$ cat src/rtl/frame_sequencer.sv
// Raster frame sequencer: walks columns, blanking ticks and rows on each
// accepted rising edge of the divided clock, framing with start/done pulses.
module frame_sequencer #(
    parameter int COLS   = 64,
    parameter int ROWS   = 32,
    parameter int HBLANK = 4
) (
    input  logic                    CLKIN,
    input  logic                    Reset,
    input  logic                    SYN1,
    input  logic                    CLK_DIV,
    input  logic                    Enable,
    output logic                    Tick,
    output logic                    Frame_start,
    output logic                    Line_valid,
    output logic [$clog2(COLS)-1:0] Col_addr,
    output logic [$clog2(ROWS)-1:0] Row_addr,
    output logic                    Frame_done,
    output logic                    Busy
);
    localparam int CW = $clog2(COLS);
    localparam int RW = $clog2(ROWS);
    localparam int BW = (HBLANK > 1) ? $clog2(HBLANK) : 1;
    localparam logic [CW-1:0] COL_LAST   = CW'(COLS - 1);
    localparam logic [RW-1:0] ROW_LAST   = RW'(ROWS - 1);
    localparam logic [BW-1:0] BLANK_LAST = BW'(HBLANK - 1);

    typedef enum logic [1:0] {
        ST_IDLE   = 2'd0,
        ST_ARMED  = 2'd1,
        ST_ACTIVE = 2'd2,
        ST_HBLANK = 2'd3
    } state_t;

    state_t        state, state_n;
    logic          cdq;
    logic          seen_low;
    logic          div_edge;
    logic [BW-1:0] blank_cnt, blank_cnt_n;
    logic [CW-1:0] col_n;
    logic [RW-1:0] row_n;
    logic          lv_n, fs_n, fd_n;

    // seen_low keeps a divider level that is already high at reset release
    // from being taken as a rising edge.
    assign div_edge = CLK_DIV & ~cdq & seen_low;
    assign Busy     = (state != ST_IDLE);

    always_comb begin
        state_n     = state;
        blank_cnt_n = blank_cnt;
        col_n       = Col_addr;
        row_n       = Row_addr;
        lv_n        = Line_valid;
        fs_n        = 1'b0;
        fd_n        = 1'b0;
        case (state)
            ST_IDLE: begin
                col_n       = '0;
                row_n       = '0;
                lv_n        = 1'b0;
                blank_cnt_n = '0;
                if (SYN1 && Enable) state_n = ST_ARMED;
            end
            ST_ARMED: begin
                if (div_edge) begin
                    state_n = ST_ACTIVE;
                    col_n   = '0;
                    row_n   = '0;
                    lv_n    = 1'b1;
                    fs_n    = 1'b1;
                end
            end
            ST_ACTIVE: begin
                if (div_edge) begin
                    if (Col_addr == COL_LAST) begin
                        state_n     = ST_HBLANK;
                        lv_n        = 1'b0;
                        col_n       = '0;
                        blank_cnt_n = '0;
                    end else begin
                        col_n = Col_addr + 1'b1;
                    end
                end
            end
            ST_HBLANK: begin
                if (div_edge) begin
                    if (blank_cnt != BLANK_LAST) begin
                        blank_cnt_n = blank_cnt + 1'b1;
                    end else begin
                        blank_cnt_n = '0;
                        if (Row_addr != ROW_LAST) begin
                            row_n   = Row_addr + 1'b1;
                            state_n = ST_ACTIVE;
                            lv_n    = 1'b1;
                        end else begin
                            fd_n  = 1'b1;
                            row_n = '0;
                            if (Enable) begin
                                state_n = ST_ACTIVE;
                                fs_n    = 1'b1;
                                lv_n    = 1'b1;
                            end else begin
                                state_n = ST_IDLE;
                                lv_n    = 1'b0;
                            end
                        end
                    end
                end
            end
            default: state_n = ST_IDLE;
        endcase
        // Losing sync-ready overrides any edge processing in the same cycle.
        if (state != ST_IDLE && !SYN1) begin
            state_n     = ST_IDLE;
            blank_cnt_n = '0;
            col_n       = '0;
            row_n       = '0;
            lv_n        = 1'b0;
            fs_n        = 1'b0;
            fd_n        = 1'b0;
        end
    end

    always_ff @(posedge CLKIN) begin
        if (Reset) begin
            state       <= ST_IDLE;
            cdq         <= 1'b0;
            seen_low    <= 1'b0;
            blank_cnt   <= '0;
            Tick        <= 1'b0;
            Frame_start <= 1'b0;
            Frame_done  <= 1'b0;
            Line_valid  <= 1'b0;
            Col_addr    <= '0;
            Row_addr    <= '0;
        end else begin
            state       <= state_n;
            cdq         <= CLK_DIV;
            seen_low    <= seen_low | ~CLK_DIV;
            blank_cnt   <= blank_cnt_n;
            Tick        <= div_edge;
            Frame_start <= fs_n;
            Frame_done  <= fd_n;
            Line_valid  <= lv_n;
            Col_addr    <= col_n;
            Row_addr    <= row_n;
        end
    end
endmodule

$ cat config.mk
export PLATFORM = sky130hd
export DESIGN_NAME = frame_sequencer
export DESIGN_NICKNAME = d
export VERILOG_FILES = /design/src/rtl/frame_sequencer.sv
export SDC_FILE = /design/constraint.sdc
export NUM_CORES = 1
export LEC_CHECK = 0
export ABC_AREA = 1
export CORE_MARGIN = 4
export CORE_UTILIZATION = 46
export DETAILED_ROUTE_END_ITERATION = 10
export GPL_ROUTABILITY_DRIVEN = 0
export PLACE_DENSITY = 0.77
export SLEW_MARGIN = 10
export SYNTH_ARGS = -nofsm -noshare
export SYNTH_HDL_FRONTEND = slang
export SYNTH_SLANG_ARGS = --single-unit
$ cat constraint.sdc
create_clock -name CLKIN -period 1.4 [get_ports CLKIN]
set_input_delay 0.42 -clock CLKIN [delete_from_list [all_inputs] [get_ports CLKIN]]
set_output_delay 0.42 -clock CLKIN [all_outputs]
set_load 0.01 [all_outputs]
# ---- After elaboration in Yosys (flattened, before gate mapping)
# Cells that the tools add are included.
dict set report classes {
  n_eq_ne 12
  muxes 37
  addsub 3
  bitwise 7
  n_reduce_logical 15
}
# operator count
set op_table {}
lappend op_table {{two-way mux 2 bit} 12}
lappend op_table {{two-way mux 5 bit} 4}
lappend op_table {{two-way mux 6 bit} 3}
lappend op_table {{case mux 6 bit (3 select lines)} 1}
lappend op_table {{case mux 5 bit (3 select lines)} 1}
lappend op_table {{inequality test 2 bit (second input constant)} 7}
lappend op_table {{two-way mux 1 bit} 12}
lappend op_table {{nonzero test 3 bit} 3}
lappend op_table {{case mux 2 bit (4 select lines)} 1}
lappend op_table {{AND reduction 4 bit} 2}
lappend op_table {{adder 6 x 1 -> 6 bit (second input constant)} 1}
lappend op_table {{equality test 6 bit (second input constant)} 1}
lappend op_table {{case mux 2 bit (3 select lines)} 1}
lappend op_table {{AND reduction 6 bit} 1}
lappend op_table {{adder 5 x 1 -> 5 bit (second input constant)} 1}
lappend op_table {{inequality test 5 bit (second input constant)} 1}
lappend op_table {{AND reduction 5 bit} 1}
lappend op_table {{OR reduction 5 bit} 1}
lappend op_table {{equality test 2 bit (second input constant)} 2}
lappend op_table {{NOT 1 bit} 4}
lappend op_table {{case mux 1 bit (4 select lines)} 1}
lappend op_table {{AND reduction 3 bit} 1}
lappend op_table {{adder 2 x 1 -> 2 bit (second input constant)} 1}
lappend op_table {{AND 1 bit} 2}
lappend op_table {{other kinds (8)} 9}
dict set report totals {
  input_bits 5
  out_inout_bits 16
  ff_bits 21
  wordCells 84
}

# ---- Depth between registers and ports, before layout
# Gate-level depths: netlist of the first run.
dict set report logic_depth {
  word_depth 5
  ltp_mapped 9
  mapped_depth_nobuf 9
}

# ---- Least setup slack after synthesis of the first run
# Ideal clock, no wire load.
dict set report synth_path {
  path_type {reg-to-reg}
  startpoint {register Row_addr[0]}
  endpoint {register state[1]}
  path_buffers 0
  slack_ns -0.041
  stages_incl_launch_ff 10
  t_arrival_ns 1.329
  period_less_slack_ns 1.441
  cell_sequence {dfxtp_1 -> ha_1 -> nand2_1 -> nor2_1 -> ha_1 -> nand3b_1 -> a21oi_1 -> nand3_1 -> nand2_1 -> nor2_1}
}
dict set report synth_between {
  elab_chain_cells 5
}
# element line_no
set synth_rtl {}
lappend synth_rtl {{from (decl)} 17} ;# output logic [$clog2(ROWS)-1:0] Row_addr,
lappend synth_rtl {{from (signal assigned)} 147} ;# Row_addr <= row_n;
lappend synth_rtl {{inequality test 5 bit} 92} ;# if (Row_addr != ROW_LAST) begin
lappend synth_rtl {{two-way mux 2 bit} 92}
lappend synth_rtl {{two-way mux 2 bit} 88} ;# if (blank_cnt != BLANK_LAST) begin
lappend synth_rtl {{two-way mux 2 bit} 87} ;# if (div_edge) begin
lappend synth_rtl {{case mux 2 bit (4 select lines)} 57} ;# case (state)
lappend synth_rtl {{to (signal assigned)} 138} ;# state <= state_n;
lappend synth_rtl {{to (decl)} 35} ;# state_t state, state_n;
# No other way between the ends. The select of a mux whose other input is x is not followed.
# A chain may end at the register's enable or synchronous reset.

# ---- Worst setup path in the final report of the first run
# Same ends and word-level chain as after synthesis.

==> flow_summary_export.csv, run 1 <==
group,metric,value,unit
setup_path,required,1630,ps
sta,finalSetupTns,-9.02,ps
pwr,peakVddDrop,1440,µV
place,port_buffers,20,
pwr,power_density,1910,nW/µm²
logic_synthesis,synthCells,165,
sta,rsz0062_at_grt,"yes",
logic_synthesis,synth_compound_gate_area_share,11.2,%
sta,finalHoldViolations,0,
setup_path,cp_data_arrival_time,1640,ps
drt,dr.pass1.iters,4,
floorplan,fp.dieArea,3350,µm²
logic_synthesis,synthesis.nets,174,
clock_network,cts_root_buffer,"clkbuf_4",
logic_synthesis,yosys_warnings,0,
worst_hold_path,min_to,"cdq",
drt,vias_per_cell,5.29,
sta,slew_headroom,84.0,%
setup_path,cp-end-kind,"register",
global_route,antenna_found_initial,0,
floorplan,io_pins,21,
floorplan,chipHeight,57.9,µm
drt,via_count,1281,
worst_hold_path,whs_path_depth,3,
layout,instances_no_fill,242,
clock_network,cts_tree,"built",
drt,drtAntennaViolNets,0,
floorplan,core-area,2300,µm²
global_route,grt_max_degree,12,
logic_synthesis,synth.cell_area,1140,µm²
logic_synthesis,synth_cell_type_count,25,
global_route,grt-ovfl-total,0,
logic_synthesis,synth_edf_count,0,
drt,wl,3.29,mm
setup_path,r2r_start,"Row_addr[0]",
logic_synthesis,synth_top_cells_by_area,"dfxtp_1 37%, nand2_1 12%, nor2_1 11%",
pwr,power_switching,1520,µW
job,maxCapViolCount,0,
setup_path,crit_fanout,3,
logic_synthesis,syn_area_per_cell,6.93,µm²
outcome,failed_checks,"setup timing",
clock_network,clk_latency,320,ps
global_route,grt_pass1_wl,5.35,mm
logic_synthesis,synth_simple_gate_area_share,38.4,%
place,preCtsSetupSlack,-411,ps
logic_synthesis,synthMuxAreaShare,0,%
logic_synthesis,synth_xor_area_share,0,%
sta,fin_crit_sh,100,%
floorplan,die_w,57.9,µm
pwr,leakage,0.000804,µW
layout,nNetsFinal,224,
logic_synthesis,seq_area_frac_synth,36.8,%
place,place_inst,236,
pwr,switching_share,47.2,%
global_route,grt_usage,20.2,%
layout,nFillCells,183,
pwr,p_seq_share,26.3,%
clock_network,clock-sinks,21,
logic_synthesis,ys.flop_type,"dfxtp_1",
setup_path,rrSetupSlack,-5,ps
clock_network,clk_pin_slew,130,ps
clock_network,cts_buffers,3,
pwr,combPwrFrac,63.8,%
sta,skew,3.34,ps
sta,tightest_slew,238,ps
floorplan,start_util,49.8,%
logic_synthesis,yosysMostFrequentCell,"nand2_1",
setup_path,rr_worst_depth,9,
drt,drtIter0Drc,57,
sta,holdWs,405,ps
logic_synthesis,ys_seq_elements,21,
pwr,cellInternalPower,1700,µW
logic_synthesis,synth_top_family_by_area,"simple AND/OR/NAND/NOR gates",
logic_synthesis,synthTopCellsByCount,"36 x nand2_1, 34 x nor2_1, 21 x dfxtp_1, 14 x inv_1, 12 x nand3_1",
sta,layout_setup_ws,-5.46,ps
floorplan,rows,17,
logic_synthesis,yosys.area_share.adder,4.38,%
logic_synthesis,async_flop_share,0,%
sta,fmax,712,MHz
worst_hold_path,hold_start,"CLK_DIV",
place,hpwl,2.21,mm
setup_path,critPathKind,"register to register",
clock_network,cts.path.max_buffers,2,
layout,area_growth,47.2,%
sta,fin_crit,1410,ps
logic_synthesis,synth_area_leader_cell,"dfxtp_1",
setup_path,critPathLaunchType,"register",
drt,wl_per_cell,13.6,µm
global_route,first_global_vias,1272,
outcome,status,"finished with violations",
pwr,clkPwrFrac,9.8,%
worst_hold_path,hp-class,"input pin to register",
drt,drc,0,
logic_synthesis,netlist.area_leader.share,36.8,%
clock_network,htree_levels,1,
clock_network,postCtsHoldBufs,0,
setup_path,reg2reg_to,"state[1]",
layout,multi_input_area,707,µm²
layout,diodes,0,
pwr,p_total,3220,µW
sta,setup_violations,2,
layout,drive_above_1_share,33.2,%
sta,slew_violations,0,
layout,seqCellArea,440,µm²
[worst max path at each step]
stage	startpoint	endpoint	slack, ps	cells past startpoint
2_1_floorplan	Row_addr[0]	state[1]	30	9
3_3_place_gp	CLK_DIV	Row_addr[0]	-350	6
3_5_place_dp	CLK_DIV	Row_addr[4]	-410	6
4_1_cts	Row_addr[0]	state[1]	-30	9
5_1_grt	Row_addr[0]	state[1]	-70	9
6_report	Row_addr[0]	state[1]	-5	9
[logic make-up after synthesis]
kind of cell               Yosys count
buffers and inverters               23
adders and majority gates            4
DFF                                 21
AOI/OAI and AO/OA                   19
and+or+nand+nor                     98
[metal layers]
metal | routed length, µm | up-vias | part of all wire, % | global-route usage, %
li1 | - | 624 | - | -
met5 | 0 | - | 0 | 0
met3 | 190 | 11 | 5.8 | 3.12
met4 | 76 | 0 | 2.3 | 11.6
met1 | 1330 | 597 | 40 | 23.5
met2 | 1700 | 49 | 52 | 34.8
[critical path, stage by stage (launching register included)]
cell and delay (ps):
dfxtp_4 390, ha_4 150, nand2_4 60, nor2_4 90
ha_4 170, nand3b_1 120, a21oi_1 150, nand3_1 90
nand2_1 60, nor2_1 30
[cell type report]
cell class / count / area share [%]
Sequential cell: 21 / 26.2
Multi-Input combinational cell: 121 / 42.0
Timing Repair Buffer: 47 / 23.2
Inverter: 21 / 4.98
Tap cell: 28 / 2.08
Clock buffer: 4 / 1.56
[placed cells by master, fill, tap and decap left out]
| cell | Yosys | final |
|---|---|---|
| a21oi_1 | 8 | 7 |
| a21oi_2 | 1 | 2 |
| a21oi_4 | 2 | 2 |
| buf_2 | 0 | 1 |
| buf_4 | 0 | 27 |
| buf_6 | 2 | 1 |
| clkbuf_1 | 0 | 1 |
| clkbuf_2 | 0 | 1 |
| clkbuf_4 | 0 | 3 |
| clkdlybuf4s15_1 | 0 | 6 |
| clkdlybuf4s15_2 | 0 | 1 |
| clkdlybuf4s50_1 | 0 | 3 |
| clkinv_1 | 1 | 1 |
| clkinv_4 | 1 | 1 |
| dfxtp_1 | 21 | 13 |
| dfxtp_2 | 0 | 4 |
| dfxtp_4 | 0 | 4 |
| dlygate4sd2_1 | 0 | 6 |
| dlymetal6s2s_1 | 0 | 1 |
| ha_1 | 4 | 2 |
| ha_4 | 0 | 2 |
| inv_1 | 14 | 13 |
| inv_2 | 5 | 6 |
| nand2_1 | 36 | 35 |
| nand2_2 | 3 | 1 |
| nand2_4 | 2 | 5 |
| nand3_1 | 12 | 12 |
| nand3_4 | 0 | 1 |
| nand3b_1 | 1 | 1 |
| nand4_1 | 3 | 3 |
| nor2_1 | 34 | 30 |
| nor2_2 | 2 | 3 |
| nor2_4 | 1 | 4 |
| nor3_1 | 3 | 3 |
| o21ai_0 | 1 | 1 |
| o21ai_1 | 5 | 4 |
| o21ai_2 | 1 | 1 |
| o21ai_4 | 0 | 1 |
| o21bai_1 | 1 | 1 |
[timing repair]
item / CTS / global route
endpoints found under the setup margin: 28 / 26
gates resized for setup: 38 / 27
setup buffers: 1 / 1
pin swaps: 4 / 7
[flip-flops by register name, indices dropped and copies added (netlist names)]
| name | cells |
|---|---|
| Col_addr | 6 |
| Row_addr | 5 |
| blank_cnt | 2 |
| state | 2 |
| Frame_done | 1 |
| Frame_start | 1 |
| Line_valid | 1 |
| Tick | 1 |
| cdq | 1 |
| seen_low | 1 |
[through the flow]
stage          instance area (µm²)  utilization (%)
6_report                      1680             73.3
5_1_grt                       1680             73.3
4_1_cts                       1610             69.9
3_5_place_dp                  1550             67.3
3_3_place_gp                  1550             67.3
2_1_floorplan                 1150                -
[power groups by stage]
| stage | Sequential [µW] | Clock [µW] | Combinational [µW] |
|---|---|---|---|
| floorplan | 852 | 0 | 1180 |
| global placement | 816 | 0 | 1850 |
| detailed placement | 822 | 0 | 1910 |
| CTS | 828 | 312 | 1930 |
| global route | 865 | 351 | 2260 |
| finish | 848 | 317 | 2060 |
Power figures use the tool's default switching activity.
==> run 2, diff against run 1 <==
Settings changed: CORE_MARGIN 4 to 3, SLEW_MARGIN 10 to 20.
==> flow_summary_export.csv, run 2 (same netlist as run 1, synthesis figures left out) <==
group,metric,value,unit
outcome,status,"finished with violations",
outcome,failed_checks,"setup timing",
sta,tightest_slew,272,ps
drt,via_count,1279,
place,hpwl,2.06,mm
clock_network,cts_tree,"built",
setup_path,cp_slowest_cell,"dfxtp_4",
layout,area_growth,47.3,%
drt,drtIter0Drc,45,
global_route,grt-ovfl-total,0,
sta,finalHoldViolations,0,
drt,vias_per_cell,5.24,
sta,rsz0062_at_grt,"yes",
setup_path,rrSetupSlack,-50,ps
place,port_buffers,20,
layout,reg_top3,"Col_addr (6), Row_addr (5)",
drt,drtAntennaViolNets,0,
floorplan,fp.dieArea,3120,µm²
drt,wl,3.20,mm
pwr,power_density,1940,nW/µm²
sta,skew,6.41,ps
layout,drive_above_1_share,34.3,%
layout,nFillCells,185,
floorplan,die_w,55.9,µm
sta,setup_violations,4,
floorplan,core-area,2280,µm²
drt,wl_per_cell,13.1,µm
floorplan,start_util,50.2,%
pwr,leakage,0.000803,µW
setup_path,cp_slowest_stage_delay,380,ps
setup_path,crit_fanout,3,
clock_network,clk_pin_slew,120,ps
setup_path,cp_data_arrival_time,1660,ps
drt,route.met3.wl,163,µm
clock_network,clk_latency,300,ps
global_route,grt_pass1_wl,5.19,mm
drt,drc,0,
layout,nNetsFinal,226,
sta,slew_violations,0,
layout,diodes,0,
drt,wl_met1,1.30,mm
setup_path,reg2reg_to,"state[1]",
layout,mostFrequentLayoutCells,"35 x nand2_1, 30 x nor2_1, 28 x buf_4",
layout,regMostFlops,"Col_addr",
layout,largest_reg_flops,6,
setup_path,r2r_start,"Row_addr[1]",
sta,slew_headroom,81.7,%
drt,dr.pass1.iters,4,
clock_network,clock-sinks,21,
clock_network,cts_root_buffer,"clkbuf_4",
clock_network,cts.path.max_buffers,2,
setup_path,crit_buf_inv,0,
drt,dr_wl_met2,1.65,mm
layout,final_common_cell,"nand2_1",
setup_path,required,1620,ps
sta,fin_crit_sh,103,%
setup_path,cp-end-kind,"register",
global_route,grt_usage,20.4,%
worst_hold_path,whs_path_depth,2,
sta,fin_crit,1450,ps
setup_path,critPathKind,"register to register",
sta,finalSetupTns,-93.1,ps
global_route,grt_max_degree,12,
setup_path,critPathLaunchType,"register",
job,maxCapViolCount,0,
worst_hold_path,hold_start,"Row_addr[2]",
floorplan,chipHeight,55.9,µm
clock_network,htree_levels,1,
setup_path,critical-path-top-delay-family,"simple AND/OR/NAND/NOR gates",
worst_hold_path,min_to,"Row_addr[2]",
global_route,antenna_found_initial,0,
clock_network,cts_buffers,3,
drt,top_layer,"met4",
floorplan,io_pins,21,
worst_hold_path,hp-class,"register to register",
pwr,peakVddDrop,1420,µV
global_route,first_global_vias,1275,
floorplan,rows,17,
sta,layout_setup_ws,-47.3,ps
setup_path,path_cells,"ha_4 > nand2_2 > nor2_1 > ha_2 > nand3b_1 > a21oi_2 > nand3_1 > nand2_1 > nor2_1",
setup_path,rr_worst_depth,9,
sta,fmax,691,MHz
place,preCtsSetupSlack,-424,ps
setup_path,cpMostUsedCell,"nor2_1",
clock_network,postCtsHoldBufs,0,
run 2: cell types whose count changed in the layout (fill, tap and decap cells not counted), moves of 2 or more:
cell	before	now
buf_6	1	3
dfxtp_4	4	2
dlygate4sd2_1	6	10
a21oi_2	2	5
a21oi_1	7	4
clkdlybuf4s15_1	6	4
run 2: worst max path at each step:
stage / from / end / slack (ps) / cells after the start
3_5_place_dp: CLK_DIV / Row_addr[4] / -420 / 6
6_report: Row_addr[1] / state[1] / -50 / 9
5_1_grt: Row_addr[1] / state[1] / -150 / 9
3_3_place_gp: CLK_DIV / Row_addr[1] / -350 / 6
2_1_floorplan: Row_addr[0] / state[1] / 30 / 9
4_1_cts: Row_addr[1] / state[1] / -80 / 9
run 2: layout make-up:
type	count	area, µm²	area share (%)
tap	28	35.0	2.08
inverter	21	83.8	4.98
sequential	21	434	25.8
clock buffer	4	26.3	1.56
multi-input combinational	121	698	41.5
timing repair buffer	49	407	24.1
run 2: power breakdown:
group          switching (µW)  internal [µW]
logic                    1260            870
clock network             189            111
registers                98.6            735
run 2: per-layer routing:
metal	vias up	track usage [%]
met2	48	35.6
met1	598	22.7
li1	623	-
met4	0	13.2
met3	10	3.02
met5	-	0
run 2: worst min-delay path, cell delays in order (launching register included):
cell and delay [ps]:
dfxtp_2 360, inv_1 60, a21oi_2 40
run 2: stage by stage:
stage / util (%) / hold WS (ps) / area (µm²) / cells / power [µW]
2_1_floorplan: - / 459 / 1150 / 165 / 2030
3_3_place_gp: 66.6 / 470 / 1520 / 232 / 2600
3_5_place_dp: 66.6 / 476 / 1520 / 232 / 2670
4_1_cts: 71.0 / 481 / 1620 / 242 / 3030
5_1_grt: 74.0 / 513 / 1680 / 244 / 3500
6_report: 74.0 / 486 / 1680 / 244 / 3260
run 2: repair_timing:
| action | CTS | global route |
|---|---|---|
| cloned | 0 | 0 |
| buffers inserted | 6 | 2 |
| pin swaps | 6 | 14 |
| resized for setup | 40 | 19 |
| setup endpoints to repair | 32 | 23 |
